[src/rtl/gin_pkg.sv]
// Shared definitions for the GIN multicast source: default widths,
// FSM state encoding and the packet layout.
package gin_pkg;

  localparam int GIN_ID_LEN    = 4;
  localparam int GIN_VALUE_LEN = 32;

  typedef enum logic [1:0] {
    IDLE  = 2'd0,
    CFG   = 2'd1,
    FLUSH = 2'd2,
    RUN   = 2'd3
  } gin_state_e;

  typedef struct packed {
    logic [GIN_ID_LEN-1:0]    tag;
    logic [GIN_VALUE_LEN-1:0] value;
  } gin_pkt_t;

endpackage

[src/rtl/gin_multicast_source_if.sv]
// Bundle of the config scan-chain, packet-input and GIN-bus signals.
// master: the multicast source; slave: the environment around it.
interface gin_multicast_source_if
  import gin_pkg::*;
#(
  parameter int ID_LEN    = GIN_ID_LEN,
  parameter int VALUE_LEN = GIN_VALUE_LEN
) ();

  logic                 cfg_start;
  logic                 cfg_valid;
  logic [ID_LEN-1:0]    cfg_id;
  logic                 cfg_ready;
  logic                 cfg_done;
  logic                 set_id;
  logic [ID_LEN-1:0]    id_out;
  logic                 pkt_valid;
  logic [ID_LEN-1:0]    pkt_tag;
  logic [VALUE_LEN-1:0] pkt_value;
  logic                 pkt_ready;
  logic                 gin_enable;
  logic [ID_LEN-1:0]    gin_tag;
  logic [VALUE_LEN-1:0] gin_value;
  logic                 gin_ready;

  modport master (
    input  cfg_start, cfg_valid, cfg_id, pkt_valid, pkt_tag, pkt_value, gin_ready,
    output cfg_ready, cfg_done, set_id, id_out, pkt_ready, gin_enable, gin_tag, gin_value
  );

  modport slave (
    output cfg_start, cfg_valid, cfg_id, pkt_valid, pkt_tag, pkt_value, gin_ready,
    input  cfg_ready, cfg_done, set_id, id_out, pkt_ready, gin_enable, gin_tag, gin_value
  );

endinterface

[src/rtl/gin_sync_fifo.sv]
// Synchronous FIFO with full/empty flags. The head entry is read straight
// from the storage registers, so it is valid in the cycle after a push.
module gin_sync_fifo #(
  parameter int WIDTH = 8,
  parameter int DEPTH = 4
) (
  input  logic             clk,
  input  logic             rst,
  input  logic             i_push,
  input  logic [WIDTH-1:0] i_data,
  input  logic             i_pop,
  output logic [WIDTH-1:0] o_head,
  output logic             o_full,
  output logic             o_empty
);

  localparam int AW = $clog2(DEPTH);

  // Pointers carry one extra wrap bit to tell full from empty.
  logic [AW:0]      r_wr_ptr;
  logic [AW:0]      r_rd_ptr;
  logic [WIDTH-1:0] r_mem [DEPTH];
  logic             w_do_push;
  logic             w_do_pop;

  assign w_do_push = i_push & ~o_full;
  assign w_do_pop  = i_pop & ~o_empty;
  assign o_empty   = (r_wr_ptr == r_rd_ptr);
  assign o_full    = (r_wr_ptr[AW] != r_rd_ptr[AW]) &&
                     (r_wr_ptr[AW-1:0] == r_rd_ptr[AW-1:0]);
  assign o_head    = r_mem[r_rd_ptr[AW-1:0]];

  // Advance read/write pointers.
  always_ff @(posedge clk or posedge rst) begin
    if (rst) begin
      r_wr_ptr <= '0;
      r_rd_ptr <= '0;
    end else begin
      if (w_do_push) r_wr_ptr <= r_wr_ptr + (AW+1)'(1);
      if (w_do_pop)  r_rd_ptr <= r_rd_ptr + (AW+1)'(1);
    end
  end

  // Write the storage array.
  // NOTE: storage is deliberately not reset; the pointers alone define
  // which entries are valid, and an unreset array maps to plain flops/RAM.
  always_ff @(posedge clk) begin
    if (w_do_push) r_mem[r_wr_ptr[AW-1:0]] <= i_data;
  end

endmodule

[src/rtl/gin_multicast_source.sv]
// Transmit end of the GIN multicast protocol: programs controller IDs over
// the set_id/id scan chain, then issues buffered packets on the GIN bus.
module gin_multicast_source
  import gin_pkg::*;
#(
  parameter int ID_LEN     = GIN_ID_LEN,
  parameter int VALUE_LEN  = GIN_VALUE_LEN,
  parameter int NUM_NODES  = 12,
  parameter int FIFO_DEPTH = 4,
  parameter int CNT_W      = 16
) (
  input  logic                    clk,
  input  logic                    rst,
  gin_multicast_source_if.master  bus,
  output logic                    busy,
  output logic [CNT_W-1:0]        issued_count
);

  localparam int NW = $clog2(NUM_NODES + 1);
  localparam int PW = ID_LEN + VALUE_LEN;

  gin_state_e        r_state;
  gin_state_e        w_next_state;
  logic [NW-1:0]     r_node_cnt;
  logic              r_set_id;
  logic [ID_LEN-1:0] r_id_out;
  logic              r_cfg_done;
  logic [CNT_W-1:0]  r_issued_cnt;

  logic              w_cfg_ready;
  logic              w_cfg_accept;
  logic              w_last_word;
  logic              w_gin_enable;
  logic              w_transfer;
  logic              w_push;
  logic              w_fifo_full;
  logic              w_fifo_empty;
  logic [PW-1:0]     w_head;

  assign w_cfg_accept = bus.cfg_valid & w_cfg_ready;
  assign w_last_word  = w_cfg_accept && (r_node_cnt == NW'(NUM_NODES - 1));
  assign w_transfer   = w_gin_enable & bus.gin_ready;
  assign w_push       = bus.pkt_valid & ~w_fifo_full;

  gin_sync_fifo #(
    .WIDTH (PW),
    .DEPTH (FIFO_DEPTH)
  ) u_fifo (
    .clk     (clk),
    .rst     (rst),
    .i_push  (w_push),
    .i_data  ({bus.pkt_tag, bus.pkt_value}),
    .i_pop   (w_transfer),
    .o_head  (w_head),
    .o_full  (w_fifo_full),
    .o_empty (w_fifo_empty)
  );

  // State register.
  // NOTE: all sequential state uses non-blocking assignment so every flop
  // samples pre-edge values regardless of process evaluation order.
  always_ff @(posedge clk or posedge rst) begin
    if (rst) r_state <= IDLE;
    else     r_state <= w_next_state;
  end

  // Next-state logic; cfg_start is only honoured outside configuration.
  // NOTE: the default assignment up front keeps this purely combinational.
  always_comb begin
    w_next_state = r_state;
    case (r_state)
      IDLE:    if (bus.cfg_start) w_next_state = CFG;
      CFG:     if (w_last_word)   w_next_state = FLUSH;
      FLUSH:                      w_next_state = RUN;
      RUN:     if (bus.cfg_start) w_next_state = CFG;
      default:                    w_next_state = IDLE;
    endcase
  end

  // State-decoded outputs: ID acceptance, bus enable and busy flag.
  always_comb begin
    w_cfg_ready  = (r_state == CFG);
    w_gin_enable = (r_state == RUN) && !w_fifo_empty;
    busy         = (r_state != RUN) || !w_fifo_empty;
  end

  // Count programmed nodes; restart whenever a new configuration begins.
  always_ff @(posedge clk or posedge rst) begin
    if (rst) begin
      r_node_cnt <= '0;
    end else if ((r_state == IDLE || r_state == RUN) && bus.cfg_start) begin
      r_node_cnt <= '0;
    end else if (w_cfg_accept) begin
      r_node_cnt <= r_node_cnt + NW'(1);
    end
  end

  // Registered scan-chain drive and the configuration-done pulse.
  always_ff @(posedge clk or posedge rst) begin
    if (rst) begin
      r_set_id   <= 1'b0;
      r_id_out   <= '0;
      r_cfg_done <= 1'b0;
    end else begin
      r_set_id   <= w_cfg_accept;
      if (w_cfg_accept) r_id_out <= bus.cfg_id;
      r_cfg_done <= (r_state == FLUSH);
    end
  end

  // Count completed bus transfers, wrapping naturally.
  always_ff @(posedge clk or posedge rst) begin
    if (rst)             r_issued_cnt <= '0;
    else if (w_transfer) r_issued_cnt <= r_issued_cnt + CNT_W'(1);
  end

  assign bus.cfg_ready  = w_cfg_ready;
  assign bus.cfg_done   = r_cfg_done;
  assign bus.set_id     = r_set_id;
  assign bus.id_out     = r_id_out;
  assign bus.pkt_ready  = ~w_fifo_full;
  assign bus.gin_enable = w_gin_enable;
  assign bus.gin_tag    = w_gin_enable ? w_head[PW-1 -: ID_LEN] : '0;
  assign bus.gin_value  = w_gin_enable ? w_head[VALUE_LEN-1:0] : '0;
  assign issued_count   = r_issued_cnt;

endmodule

[src/flat_wrapper.sv]
// flat-port wrapper written by rule: the top's interface ports become plain ports
module gin_multicast_source_flat import gin_pkg::*;
#(
  parameter int ID_LEN     = GIN_ID_LEN,
  parameter int VALUE_LEN  = GIN_VALUE_LEN,
  parameter int NUM_NODES  = 12,
  parameter int FIFO_DEPTH = 4,
  parameter int CNT_W      = 16
)
  (clk, rst, busy, issued_count, bus_cfg_start, bus_cfg_valid, bus_cfg_id, bus_pkt_valid, bus_pkt_tag, bus_pkt_value, bus_gin_ready, bus_cfg_ready, bus_cfg_done, bus_set_id, bus_id_out, bus_pkt_ready, bus_gin_enable, bus_gin_tag, bus_gin_value);
  gin_multicast_source_if #(.ID_LEN(ID_LEN), .VALUE_LEN(VALUE_LEN)) bus_i ();
  input  logic clk;
  input  logic rst;
  output logic busy;
  output logic [CNT_W-1:0] issued_count;
  input wire logic [$bits(bus_i.cfg_start)-1:0] bus_cfg_start;
  input wire logic [$bits(bus_i.cfg_valid)-1:0] bus_cfg_valid;
  input wire logic [$bits(bus_i.cfg_id)-1:0] bus_cfg_id;
  input wire logic [$bits(bus_i.pkt_valid)-1:0] bus_pkt_valid;
  input wire logic [$bits(bus_i.pkt_tag)-1:0] bus_pkt_tag;
  input wire logic [$bits(bus_i.pkt_value)-1:0] bus_pkt_value;
  input wire logic [$bits(bus_i.gin_ready)-1:0] bus_gin_ready;
  output wire logic [$bits(bus_i.cfg_ready)-1:0] bus_cfg_ready;
  output wire logic [$bits(bus_i.cfg_done)-1:0] bus_cfg_done;
  output wire logic [$bits(bus_i.set_id)-1:0] bus_set_id;
  output wire logic [$bits(bus_i.id_out)-1:0] bus_id_out;
  output wire logic [$bits(bus_i.pkt_ready)-1:0] bus_pkt_ready;
  output wire logic [$bits(bus_i.gin_enable)-1:0] bus_gin_enable;
  output wire logic [$bits(bus_i.gin_tag)-1:0] bus_gin_tag;
  output wire logic [$bits(bus_i.gin_value)-1:0] bus_gin_value;
  assign bus_i.cfg_start = bus_cfg_start;
  assign bus_i.cfg_valid = bus_cfg_valid;
  assign bus_i.cfg_id = bus_cfg_id;
  assign bus_i.pkt_valid = bus_pkt_valid;
  assign bus_i.pkt_tag = bus_pkt_tag;
  assign bus_i.pkt_value = bus_pkt_value;
  assign bus_i.gin_ready = bus_gin_ready;
  assign bus_cfg_ready = bus_i.cfg_ready;
  assign bus_cfg_done = bus_i.cfg_done;
  assign bus_set_id = bus_i.set_id;
  assign bus_id_out = bus_i.id_out;
  assign bus_pkt_ready = bus_i.pkt_ready;
  assign bus_gin_enable = bus_i.gin_enable;
  assign bus_gin_tag = bus_i.gin_tag;
  assign bus_gin_value = bus_i.gin_value;
  gin_multicast_source #(.ID_LEN(ID_LEN), .VALUE_LEN(VALUE_LEN), .NUM_NODES(NUM_NODES), .FIFO_DEPTH(FIFO_DEPTH), .CNT_W(CNT_W)) u_core (.clk(clk), .rst(rst), .bus(bus_i), .busy(busy), .issued_count(issued_count));
endmodule
[config.mk]
export PLATFORM = sky130hd
export DESIGN_NAME = gin_multicast_source_flat
export DESIGN_NICKNAME = d
export VERILOG_FILES = /design/src/rtl/gin_pkg.sv /design/src/rtl/gin_multicast_source_if.sv /design/src/rtl/gin_sync_fifo.sv /design/src/rtl/gin_multicast_source.sv /design/src/flat_wrapper.sv
export SDC_FILE = /design/constraint.sdc
export NUM_CORES = 1
export LEC_CHECK = 0
export CORE_MARGIN = 2
export CORE_UTILIZATION = 54
export DETAILED_ROUTE_END_ITERATION = 6
export HOLD_SLACK_MARGIN = 0.12
export PLACE_DENSITY = 0.8
export REMOVE_ABC_BUFFERS = 1
export SYNTH_ARGS = -nofsm -noshare
export SYNTH_HDL_FRONTEND = slang
export SYNTH_HIERARCHICAL = 1
export SYNTH_SLANG_ARGS = --single-unit
export TNS_END_PERCENT = 50
[constraint.sdc]
create_clock -name clk -period 3.39 [get_ports clk]
set_input_delay 0.678 -clock clk [delete_from_list [all_inputs] [get_ports clk]]
set_output_delay 0.678 -clock clk [all_outputs]
set_load 0.02 [all_outputs]
==> results.cfg <==
[routing]
drt_iter0_drc = 230
routedWlPerCell_um = 18.6
ant_nets = 0
routed_via_density = 5.44
vias = 3786
firstDrtPassIters = 4
wl_um = 13000
post-route-drc-count = 0

[clock_tree]
cts_root_buf = clkbuf_16
cts_tree = done
worstSkewPairLatency_ps = 430
cts_sinks = 178
holdBufCountCts = 0
cts_buffers = 17
clk_path_buf_depth = 2
htree_levels = 4
clk_pin_slew_ps = 60
post_cts_buffers = 0

[logic_synthesis]
synth_top_cell_area_share_pct = 59.6
yosys.area.top_type = edfxtp_1
yosys-top-cells-area = edfxtp_1 (60%), dfrtp_1 (12%), mux4_2 (11%)
synthesis.area_um2 = 7250
synth-xor-area-share_pct = 3.57
synth_top_family_by_area = multiplexers
synthAdderAreaFrac_pct = 1.73
synth-simple-area-share_pct = 7.09
synth_most_common_cell = edfxtp_1
ys.flop_type = edfxtp_1
syn_inst = 389
synthDistinctLibCells = 40
async_flop_share_pct = 19.1
ys.warnings.count = 6
avgSynthCellArea_um2 = 18.6
seq_area_frac_synth_pct = 71.4
synth_common_cells = edfxtp_1 (144), and2_1 (38), mux4_2 (36), dfrtp_1 (34), inv_1 (14)
synth_seq_cells = 178
synthMuxAreaShare_pct = 12.1
synth_edf_count = 144
synth_compound_area_share_pct = 1.97

[power_and_ir_drop]
switching_share_pct = 31.8
p_comb_share_pct = 38.2
vdd_drop_max_mv = 0.476
switchingPower_w = 0.00263
power_density_nw_per_um2 = 902
cellLeakagePower_nw = 3.22
power_w = 0.00827
clockPowerShare_pct = 23.6
pwr-share-seq_pct = 38.2
p_int_w = 0.00564

[sta]
slew_headroom_pct = 29.9
rsz0062_at_grt = false
fmax_ghz = 0.309
slew_violations = 0
period_needed_ps = 3240
holdWs_ps = 481
setup_viol = 0
tightestPinTransition_ps = 1050
period_share_pct = 95.5
fin_skew_ps = 12.5
hold_violations = 0

[global_route]
grt_pass1_vias = 3931
grt_max_degree = 38
grt_pass1_wl_um = 20500
antenna_found_initial = 0
grt_usage_pct = 19.6
grt_remaining_overflow = 0

[floorplanning]
dieArea_um2 = 14400
die_w_um = 120
start_util_pct = 55.0
io_pins = 108
core-area_um2 = 13200
dieHeight_um = 120
fp-row-count = 42

[layout]
num-fill-cells = 853
area_growth_pct = 26.5
nNetsFinal = 563
fin_cells = 696
n_antenna_cell = 0
drive_gt1_share_pct = 18.3
finish.utilization_pct = 69.5

[placement]
place_inst = 664
dp.final_hpwl_um = 8180
port_buffers = 107
place.gp.congestion = 0.752

[setup_path]
critPathLaunchType = flop
critical_path_peak_fanout = 37
arrival_ps = 2560
path_class = flop to output port
cp.required_ps = 2710
crit_path_end_kind = output port

[job]
maxCapViolCount = 0

[status]
status = completed

[hold_path]
min_path_type = flop to flop
## cells in the final DEF, fill, tap and decap left out, drive strengths merged, types with 3 or more instances in the layout
| cell | count |
|---|---|
| nor3 | 8 |
| nor2b | 4 |
| clkinv | 6 |
| and3 | 3 |
| bufinv | 3 |
| buf | 8 |
| nand4 | 3 |
| mux2 | 5 |
| xor2 | 14 |
| nand2 | 9 |
| and2 | 39 |
| clkdlybuf4s50 | 107 |
| ha | 10 |
| dfrtp | 34 |
| a21oi | 8 |
| o31ai | 5 |
| edfxtp | 144 |
| inv | 16 |
| mux4 | 36 |
| nand3 | 5 |
| clkbuf | 19 |
| xnor2 | 13 |
| nor2 | 4 |
## cells by family (layout without fill, tap and decap cells)
family | after synthesis | count (layout)
xor+xnor | 27 | 27
fa+ha+maj | 10 | 10
flops | 178 | 178
simple gates | 82 | 82
compound gates | 20 | 20
mux | 42 | 42
buf+inv | 30 | 161
## state kept, by name (all words and copies together) (netlist names)
| register | cells |
|---|---|
| u_core/u_fifo/r_mem | 144 |
| u_core/bus.cfg_done | 1 |
| u_core/r_node_cnt | 4 |
| u_core/bus.id_out | 4 |
| u_core/issued_count | 16 |
| u_core/u_fifo/r_rd_ptr | 3 |
| u_core/r_state | 2 |
| u_core/u_fifo/r_wr_ptr | 3 |
| u_core/bus.set_id | 1 |
## power groups by stage
stage	logic (W)	registers [W]	clock network, W
final	0.00316	0.00316	0.00195
after global routing	0.00341	0.00320	0.00208
after CTS	0.00321	0.00315	0.00199
after detailed placement	0.00319	0.00319	0
after global placement	0.00315	0.00315	0
after floorplan	0.00172	0.00333	0
## final timing paths
path	slack (ps)	depth (start not counted)	end	start
max reg2reg	860	7	u_core/u_fifo/r_mem[0][22]$_DFFE_PP_	u_core/u_fifo/r_rd_ptr[0]$_DFFE_PP0P_
max in group asynchronous	1910	2	u_core/r_node_cnt[0]$_DFFE_PP0P_	rst
min in group asynchronous	500	2	u_core/u_fifo/r_wr_ptr[2]$_DFFE_PP0P_	rst
max	150	6	bus_gin_value[9]	u_core/u_fifo/r_rd_ptr[1]$_DFFE_PP0P_
min reg2reg	480	1	u_core/issued_count[15]$_DFFE_PP0P_	u_core/issued_count[15]$_DFFE_PP0P_
min	480	1	u_core/issued_count[15]$_DFFE_PP0P_	u_core/issued_count[15]$_DFFE_PP0P_
## critical path, stage by stage, from the launching register on
cell             delay [ps]
dfrtp_2                 500
xor2_1                  330
nor3_1                  140
nor2b_2                 170
buf_12                  180
and2_1                  150
clkdlybuf4s50_1         620
## timing repair
item,in CTS,in global routing
hold endpoints to repair,0,0
resized for setup,0,1
setup endpoints to repair,0,1
## metrics by stage
stage	worst slack, ps	setup TNS (ps)	instance area [um^2]
after global placement	650	0	8570
after floorplan	-816	-94320	7150
after CTS	104	0	9160
after detailed placement	611	0	8570
after global routing	20.2	0	9170
final	154	0	9170
## layout make-up
class / instances / area (um^2) / area share, %
clock buffers: 19 / 433 / 4.72
clock inverters: 13 / 159 / 1.73
inverters: 14 / 52.6 / 0.573
multi-input cells: 181 / 1940 / 21.1
flip-flops and latches: 178 / 5180 / 56.5
well taps: 176 / 220 / 2.40
repair buffers: 115 / 1190 / 13.0
## metal layers
metal	up-vias	wire length [um]	GRT usage, %
li1	1727	-	-
met1	1906	5350	24.1
met2	142	6510	32.5
met3	11	974	6.42
met4	0	140	7.43
met5	-	0	0
Note: power is estimated with default switching activity, not from simulation.
